**src/rtl/display_frame_loader_pkg.sv**
```systemverilog
// Shared display definitions: loader state encoding and default panel geometry
// used by the loader, the display driver and the double-buffered memory.
package display_frame_loader_pkg;

  localparam int DISP_ROWS    = 8;
  localparam int DISP_COLUMNS = 32;
  localparam int DISP_WIDTH   = 24;
  localparam int DISP_ROWBITS = $clog2(DISP_ROWS);
  localparam int DISP_COLBITS = $clog2(DISP_COLUMNS);

  typedef enum logic [1:0] {
    IDLE      = 2'd0,
    WRITE     = 2'd1,
    WAIT_FLIP = 2'd2
  } state_t;

endpackage

```
**src/rtl/display_raster_counter.sv**
```systemverilog
// Row/column raster counter with clear, advance and explicit wrap.
// clear and advance together land on the pixel after (0,0).
module display_raster_counter #(
  parameter int ROWS    = 8,
  parameter int COLUMNS = 32,
  parameter int ROWBITS = $clog2(ROWS),
  parameter int COLBITS = $clog2(COLUMNS)
) (
  input  logic               clk,
  input  logic               rst,
  input  logic               clear,
  input  logic               advance,
  output logic [ROWBITS-1:0] row,
  output logic [COLBITS-1:0] col,
  output logic               last
);

  localparam logic [ROWBITS-1:0] ROW_MAX = ROWBITS'(ROWS - 1);
  localparam logic [COLBITS-1:0] COL_MAX = COLBITS'(COLUMNS - 1);

  logic [ROWBITS-1:0] base_row, row_n;
  logic [COLBITS-1:0] base_col, col_n;

  always_comb begin
    base_row = clear ? '0 : row;
    base_col = clear ? '0 : col;
    row_n    = base_row;
    col_n    = base_col;
    if (advance) begin
      // compare-and-clear so non-power-of-two geometries wrap correctly
      if (base_col == COL_MAX) begin
        col_n = '0;
        row_n = (base_row == ROW_MAX) ? '0 : base_row + ROWBITS'(1);
      end else begin
        col_n = base_col + COLBITS'(1);
      end
    end
  end

  always_ff @(posedge clk) begin
    if (rst) begin
      row <= '0;
      col <= '0;
    end else begin
      row <= row_n;
      col <= col_n;
    end
  end

  assign last = (row == ROW_MAX) && (col == COL_MAX);

endmodule

```
**src/rtl/display_frame_loader.sv**
```systemverilog
// Writes a host pixel stream into the display back buffer in raster order and
// swaps buffers on the driver's frame boundary once a full frame has landed.
module display_frame_loader
  import display_frame_loader_pkg::*;
#(
  parameter int ROWS    = DISP_ROWS,
  parameter int COLUMNS = DISP_COLUMNS,
  parameter int WIDTH   = DISP_WIDTH,
  parameter int ROWBITS = $clog2(ROWS),
  parameter int COLBITS = $clog2(COLUMNS)
) (
  input  logic               clk,
  input  logic               rst,
  input  logic               s_valid,
  output logic               s_ready,
  input  logic               s_sof,
  input  logic [WIDTH-1:0]   s_data,
  input  logic               frame_end,
  output logic               mem_wen,
  output logic [ROWBITS-1:0] mem_wrow,
  output logic [COLBITS-1:0] mem_wcol,
  output logic [WIDTH-1:0]   mem_wdata,
  output logic               mem_flip,
  output logic               busy,
  output logic               sync_err,
  output logic [7:0]         flip_count
);

  localparam bit FIRST_IS_LAST = (ROWS * COLUMNS == 1);

  state_t             state, state_n;
  logic               accept;
  logic               do_write, do_flip, set_err;
  logic               cnt_clear, cnt_adv, cnt_last, wr_last;
  logic [ROWBITS-1:0] cnt_row, wr_row;
  logic [COLBITS-1:0] cnt_col, wr_col;

  assign s_ready = (state != WAIT_FLIP);
  assign busy    = (state != IDLE);
  assign accept  = s_valid & s_ready;

  display_raster_counter #(
    .ROWS(ROWS), .COLUMNS(COLUMNS), .ROWBITS(ROWBITS), .COLBITS(COLBITS)
  ) u_cnt (
    .clk(clk), .rst(rst), .clear(cnt_clear), .advance(cnt_adv),
    .row(cnt_row), .col(cnt_col), .last(cnt_last)
  );

  always_ff @(posedge clk) begin
    if (rst) state <= IDLE;
    else     state <= state_n;
  end

  always_comb begin
    state_n   = state;
    do_write  = 1'b0;
    do_flip   = 1'b0;
    set_err   = 1'b0;
    cnt_clear = 1'b0;
    cnt_adv   = 1'b0;
    wr_row    = cnt_row;
    wr_col    = cnt_col;
    wr_last   = cnt_last;
    case (state)
      IDLE: begin
        // beats before a start-of-frame are dropped
        if (accept && s_sof) begin
          do_write  = 1'b1;
          cnt_clear = 1'b1;
          cnt_adv   = 1'b1;
          wr_row    = '0;
          wr_col    = '0;
          wr_last   = FIRST_IS_LAST;
          state_n   = wr_last ? WAIT_FLIP : WRITE;
        end
      end
      WRITE: begin
        if (accept) begin
          do_write = 1'b1;
          cnt_adv  = 1'b1;
          if (s_sof) begin
            set_err   = 1'b1;
            cnt_clear = 1'b1;
            wr_row    = '0;
            wr_col    = '0;
            wr_last   = FIRST_IS_LAST;
          end
          state_n = wr_last ? WAIT_FLIP : WRITE;
        end
      end
      WAIT_FLIP: begin
        // frame_end is only looked at here, so a pulse coincident with the
        // last write is ignored and the swap waits for the next boundary
        if (frame_end) begin
          do_flip = 1'b1;
          state_n = IDLE;
        end
      end
      default: state_n = IDLE;
    endcase
  end

  always_ff @(posedge clk) begin
    if (rst) begin
      mem_wen    <= 1'b0;
      mem_wrow   <= '0;
      mem_wcol   <= '0;
      mem_wdata  <= '0;
      mem_flip   <= 1'b0;
      sync_err   <= 1'b0;
      flip_count <= 8'd0;
    end else begin
      mem_wen <= do_write;
      if (do_write) begin
        mem_wrow  <= wr_row;
        mem_wcol  <= wr_col;
        mem_wdata <= s_data;
      end
      if (do_flip) begin
        mem_flip   <= ~mem_flip;
        flip_count <= flip_count + 8'd1;
      end
      if (set_err) sync_err <= 1'b1;
    end
  end

endmodule

```
**config.mk**
```make
export PLATFORM = sky130hd
export DESIGN_NAME = display_frame_loader
export DESIGN_NICKNAME = d
export VERILOG_FILES = /design/src/rtl/display_frame_loader_pkg.sv /design/src/rtl/display_raster_counter.sv /design/src/rtl/display_frame_loader.sv
export SDC_FILE = /design/constraint.sdc
export NUM_CORES = 1
export LEC_CHECK = 0
export ABC_AREA = 1
export BUFFER_PORTS_ARGS = -buffer_cell sky130_fd_sc_hd__buf_2
export CORE_ASPECT_RATIO = 0.6
export CORE_MARGIN = 4
export CORE_UTILIZATION = 45
export CTS_CLUSTER_DIAMETER = 60
export DETAILED_ROUTE_END_ITERATION = 8
export PLACE_DENSITY = 0.72
export SLEW_MARGIN = 20
export SYNTH_ARGS = -nofsm -noshare
export SYNTH_HDL_FRONTEND = slang
export SYNTH_SLANG_ARGS = --single-unit
```
**constraint.sdc**
```tcl
create_clock -name clk -period 2.3 [get_ports clk]
set_clock_uncertainty 0.1 [all_clocks]
set_input_delay 0.23 -clock clk [delete_from_list [all_inputs] [get_ports clk]]
set_output_delay 0.23 -clock clk [all_outputs]
set_load 0.005 [all_outputs]
```
Yosys cells after proc, flatten, opt, wreduce, memory -nomap -nowiden

Cells that the tools add are included.

Register bits after elaboration: 53
Bits in latches: 0
Bits in writable memories: 0
Bits in read-only memories: 0
Bits of input ports: 29
Output and inout port bits: 45
Word-level logic and storage cells: 62
Memories kept: 0

$add $sub $neg: 3
$mul: 0
Divide/modulo/power cells: 0
$lt $le $gt $ge: 0
Equal/unequal tests: 10
Shift operators: 0
Multiplexer cells: 32
Bitwise logic cells: 2
Reductions and logical operators: 5

Operator list:

| operator            | number |
|---|---|
| $mux 5              | 6 |
| $mux 3              | 7 |
| $eq 5x5->1 const B  | 2 |
| $mux 1              | 10 |
| $pmux 5 s2          | 1 |
| $add 8x1->8 const B | 1 |
| $mux 2              | 4 |
| $ne 2x2->1 const B  | 4 |
| $eq 3x3->1 const B  | 2 |
| $pmux 2 s3          | 1 |
| $pmux 3 s2          | 1 |
| $add 5x1->5 const B | 1 |
| $pmux 1 s2          | 2 |
| $add 3x1->3 const B | 1 |
| $reduce_and 3->1    | 1 |
| $eq 2x1->1 const B  | 1 |
| $eq 2x2->1 const B  | 1 |
| $logic_and 1x1->1   | 2 |
| $logic_not 2->1     | 1 |
| $reduce_bool 2->1   | 1 |
| $and 1x1->1         | 1 |
| $not 1->1           | 1 |

Logic depth before layout (Yosys ltp)

Depth after elaboration: 10
Depth in mapped cells: 12

By module

From an unflattened synthesis, not the netlist that was laid out.

Cells, all modules: 283
Area, all modules: 2132.0 µm²

Modules (own cells, without submodules):

| module                 | times used | cells an instance | area an instance (µm²) |
|---|---|---|---|
| display_frame_loader   | 1          | 220               | 1710.4 |
| display_raster_counter | 1          | 63                | 421.7 |

Worst setup path before layout

OpenSTA, ideal clock, no wires.

Path type: register to register
From: register state[1]
To: register u_cnt.row[1]
Library setup time: 0.064 ns
Arrival time: 1.572 ns
Data required time: 2.136 ns
Slack: 0.564 ns
Stages on the path, launching flop included: 13
Buffers on the path: 0
Clock period less this slack: 1.736 ns
Cells stage by stage: dfxtp_1 inv_1 nand3_2 inv_2 nor2_1 ha_1 nand2_1 nor2_1 ha_1 nand2_1 o21ai_0 nand2_1 nor2_1

Word-level cells in the longest chain between the ends: 10
Elaborated cells between the ends (all ways): 18
Those cells by class: add/sub (1); eq/ne (4); mux (10); bitwise (1); reduce/logical (2)

Ends and longest elaborated chain:

| what                                      | RTL line                     | source |
|---|---|---|
| start, declared                           | display_frame_loader.sv:31   | `state_t state, state_n;` |
| start signal, assigned                    | display_frame_loader.sv:51   | `else state <= state_n;` |
| $ne 2x2->1                                | display_frame_loader.sv:38   | `assign s_ready = (state != WAIT_FLIP);` |
| $and 1x1->1                               | display_frame_loader.sv:40   | `assign accept = s_valid & s_ready;` |
| $logic_and 1x1->1                         | display_frame_loader.sv:67   | `if (accept && s_sof) begin` |
| $mux 1                                    | display_frame_loader.sv:67   |  |
| $pmux 1 s2                                | display_frame_loader.sv:64   | `case (state)` |
| $mux 3                                    | display_raster_counter.sv:25 | `base_row = clear ? '0 : row;` |
| $add 3x1->3 or $eq 3x3->1 (tied branches) | display_raster_counter.sv:33 | `row_n = (base_row == ROW_MAX) ? '0 : base_row + ROWBITS'(1);` |
| $mux 3                                    | display_raster_counter.sv:33 |  |
| $mux 3                                    | display_raster_counter.sv:31 | `if (base_col == COL_MAX) begin` |
| $mux 3 (*)                                | display_raster_counter.sv:29 | `if (advance) begin` |
| end signal, assigned                      | display_raster_counter.sv:45 | `row <= row_n;` |
| end, declared                             | display_raster_counter.sv:13 | `output logic [ROWBITS-1:0] row,` |

Every way passes the cells marked *; elsewhere a longest branch is shown, timed or not.
A chain may end at the register's enable or synchronous reset.

Worst setup path in the final report

Same ends and word-level chain as after synthesis.

==> impl_metrics.csv <==
group,metric,value,unit
placement,place_area,2633,µm²
clocking,clockBufferDepth,2,
finish,regArea,1061,µm²
finish,area_delta_synth_final,21.72,%
logic_synthesis,syn-instance-count,310,
timing,setup_viol,0,
global_route,antenna_found_initial,0,
setup_path,cp-start-kind,"flip-flop",
finish,layout.nets,416,
floorplan,num_io_pins,74,
logic_synthesis,syn_area,2223,µm²
logic_synthesis,async_flop_share,0,%
finish,design_area,2706,µm²
timing,setup_tns,0,ns
logic_synthesis,synth_top_cells_by_count,"78 x nor2_1, 59 x nand2_1, 53 x dfxtp_1, 30 x o21ai_0, 24 x inv_1",
placement,pre_cts_slack,0.3281,ns
logic_synthesis,ys_ff_latch,53,
hold_path,hold_class,"input port to flip-flop",
logic_synthesis,synth-edff-count,0,
placement,numPortBuffers,73,
floorplan,die_area,6166,µm²
clocking,htree_levels,2,
hold_path,hold_start,"s_data[6]",
global_route,grt_max_degree,34,
global_route,grt_pass1_vias,1974,
pwr,ir_worst_vdd,0.0003455,V
placement,gp_congestion,0.9564,
setup_path,reg2reg_from,"state[1]",
timing,drv_slew,0,
run_status,outcome,"complete, no violations",
setup_path,worst-r2r-cell-count,12,
drt,drtIter0Drc,99,
setup_path,cpPeakStageDelay,0.41,ns
logic_synthesis,synth_most_common_cell,"nor2_1",
finish,layout-drive-gt1-share,24.61,%
timing,worst_slack,0.2411,ns
logic_synthesis,yosys_warnings,0,
logic_synthesis,yosysSeqAreaShare,47.72,%
finish,diodes,0,
setup_path,r2r_slack,0.24,ns
job,cap_violations,0,
hold_path,hold_end,"mem_wdata[6]",
global_route,gr-usage-all-layers,17.50,%
timing,rsz0062_at_grt,"no",
timing,finalHoldViolCount,0,
logic_synthesis,yosysUniqueCellTypes,27,
placement,dp_hpwl,3783,µm
floorplan,core,4659,µm²
clocking,cts_tree,"done",
logic_synthesis,synth_fp_nets,343,
floorplan,die_h,62.45,µm
setup_path,critPathCaptureType,"flip-flop",
logic_synthesis,yosys_most_used_dff,"dfxtp_1",
hold_path,whs_path_depth,3,
pwr,p_leak,1.294,nW
logic_synthesis,synth_top_cell_by_area,"dfxtp_1",
logic_synthesis,synthTopCellsByArea,"dfxtp_1 48%, nor2_1 13%, nand2_1 10%",
logic_synthesis,synth_top_cell_area_share,47.72,%
finish,multi_input_area,982.2,µm²
setup_path,arrival,2.20,ns
clocking,clk_pin_slew_worst_paths,0.08,ns
drt,vias,2133,
setup_path,worstSetupPathType,"flip-flop to flip-flop",
drt,wire_per_inst,11.82,µm
global_route,grt_pass1_wl,8942,µm
clocking,cts-root-buf,"clkbuf_8",
logic_synthesis,avgSynthCellArea,7.172,µm²
timing,slew_headroom,75.88,%
drt,vias_per_cell,4.793,
drt,dr.pass1.iters,4,
setup_path,cp_slowest_cell,"dfxtp_1",
setup_path,r2r_end,"u_cnt.row[1]",
finish,fill_cells,449,
timing,fin_crit_sh,89.52,%
floorplan,die_x,98.75,µm
global_route,overflow,0,
clocking,ctsResizeCount,0,
drt,drc,0,
clocking,cts_hold_buf,0,
pwr,powerDensity,618.4,nW/µm²
timing,min_period,2.059,ns
floorplan,placementRows,19,
clocking,cts_buffers,5,
drt,ant_nets,0,
clocking,postCtsSetupBuffers,0,
clocking,clk_latency,0.30,ns
floorplan,initial_core_util,47.72,%
timing,worst_pin_slew,0.3617,ns
setup_path,path_cells,"inv_1, nand3_2, inv_2, nor2_1, ha_1, nand2_1, nor2_1, ha_1, nand2_1, o21ai_0, nand2_1, nor2_1",
clocking,cts_sinks,53,
setup_path,critPathRequiredTime,2.44,ns
timing,timing.fmax,0.4857,GHz
drt,wl,5261,µm
setup_path,critical_path.max_fanout,9,
-- how the worst max path moves through the flow --
stage                        end  slack [ns]     start  cells past startpoint
finish              u_cnt.row[1]        0.24  state[1]                     12
global route        u_cnt.row[1]        0.03  state[1]                     12
CTS                 u_cnt.row[1]        0.28  state[1]                     12
detailed placement  u_cnt.row[1]        0.33  state[1]                     12
global placement    u_cnt.row[1]        0.41  state[1]                     12
floorplan           u_cnt.row[1]        0.56  state[1]                     12
-- flip-flops by register name, summed over array words and instances (netlist names) --
signal / count
state: 2
sync_err: 1
flip_count: 8
mem_wdata: 24
mem_wen: 1
u_cnt.col: 5
mem_wcol: 5
mem_flip: 1
u_cnt.row: 3
mem_wrow: 3
-- metrics by stage --
stage	utilization [%]	power (mW)	instances	hold WS (ns)
2_1_floorplan	-	1.127	310	0.2649
3_3_place_gp	56.50	1.216	439	0.3351
3_5_place_dp	56.50	1.217	439	0.3381
4_1_cts	58.08	1.698	445	0.03589
5_1_grt	58.08	1.767	445	0.03670
6_report	58.08	1.674	445	0.04419
-- routing by layer --
layer  global-route usage [%]  routed length, µm
met1                    24.60               2648
met4                    5.451                 63
met5                        0                  0
met2                    25.33               2170
met3                    5.686                379
-- where the power goes --
group	internal [mW]	switching, mW
Sequential	0.965	0.0206
Clock	0.201	0.277
Combinational	0.0833	0.127
-- layout make-up --
type,instances,area share [%]
tap,63,2.913
timing repair buffer,78,14.89
sequential,53,39.20
inverter,28,3.976
multi-input combinational,217,36.29
clock inverter,1,0.1849
clock buffer,5,2.543
-- worst max-delay path, delay by kind of cell, from the launching register on --
family	cells	cell delay [ns]
AND/OR/NAND/NOR	7	0.73
adder cells (fa/ha/maj)	2	0.47
flip-flops	1	0.41
buffers and inverters	2	0.17
AO/OA/AOI/OAI	1	0.10
-- cell usage in the layout (no fill, tap or decap) --
cell type  netlist  layout
nand2_4          1       1
buf_4            4       5
inv_1           24      24
nor3_1           3       3
dfxtp_1         53      53
clkinv_2         0       1
nor2_1          78      78
nor2_4           1       1
nand2_1         59      59
nand3_1         14      14
o21ai_1          1       1
nor3b_1          1       1
ha_1             4       4
nand2_2          1       1
o31ai_1          1       1
xor2_1           1       1
inv_4            1       1
clkinv_1         1       1
inv_2            2       2
clkbuf_8         0       5
or2_2            1       1
nor2_2           1       1
o21ai_0         30      30
nand4_1          2       2
a21oi_1         16      16
nand3_2          2       2
buf_2            4      73
-- kinds of logic (layout without fill, tap and decap cells) --
kind of cell,Yosys count,in the layout,share of synthesized area (%)
simple gates,164,164,30.61
flops,53,53,47.72
compound gates,48,48,10.92
buf+inv,40,112,8.104
fa+ha+maj,4,4,2.251
xor+xnor,1,1,0.3940
Note: power is estimated with default switching activity, not from simulation.
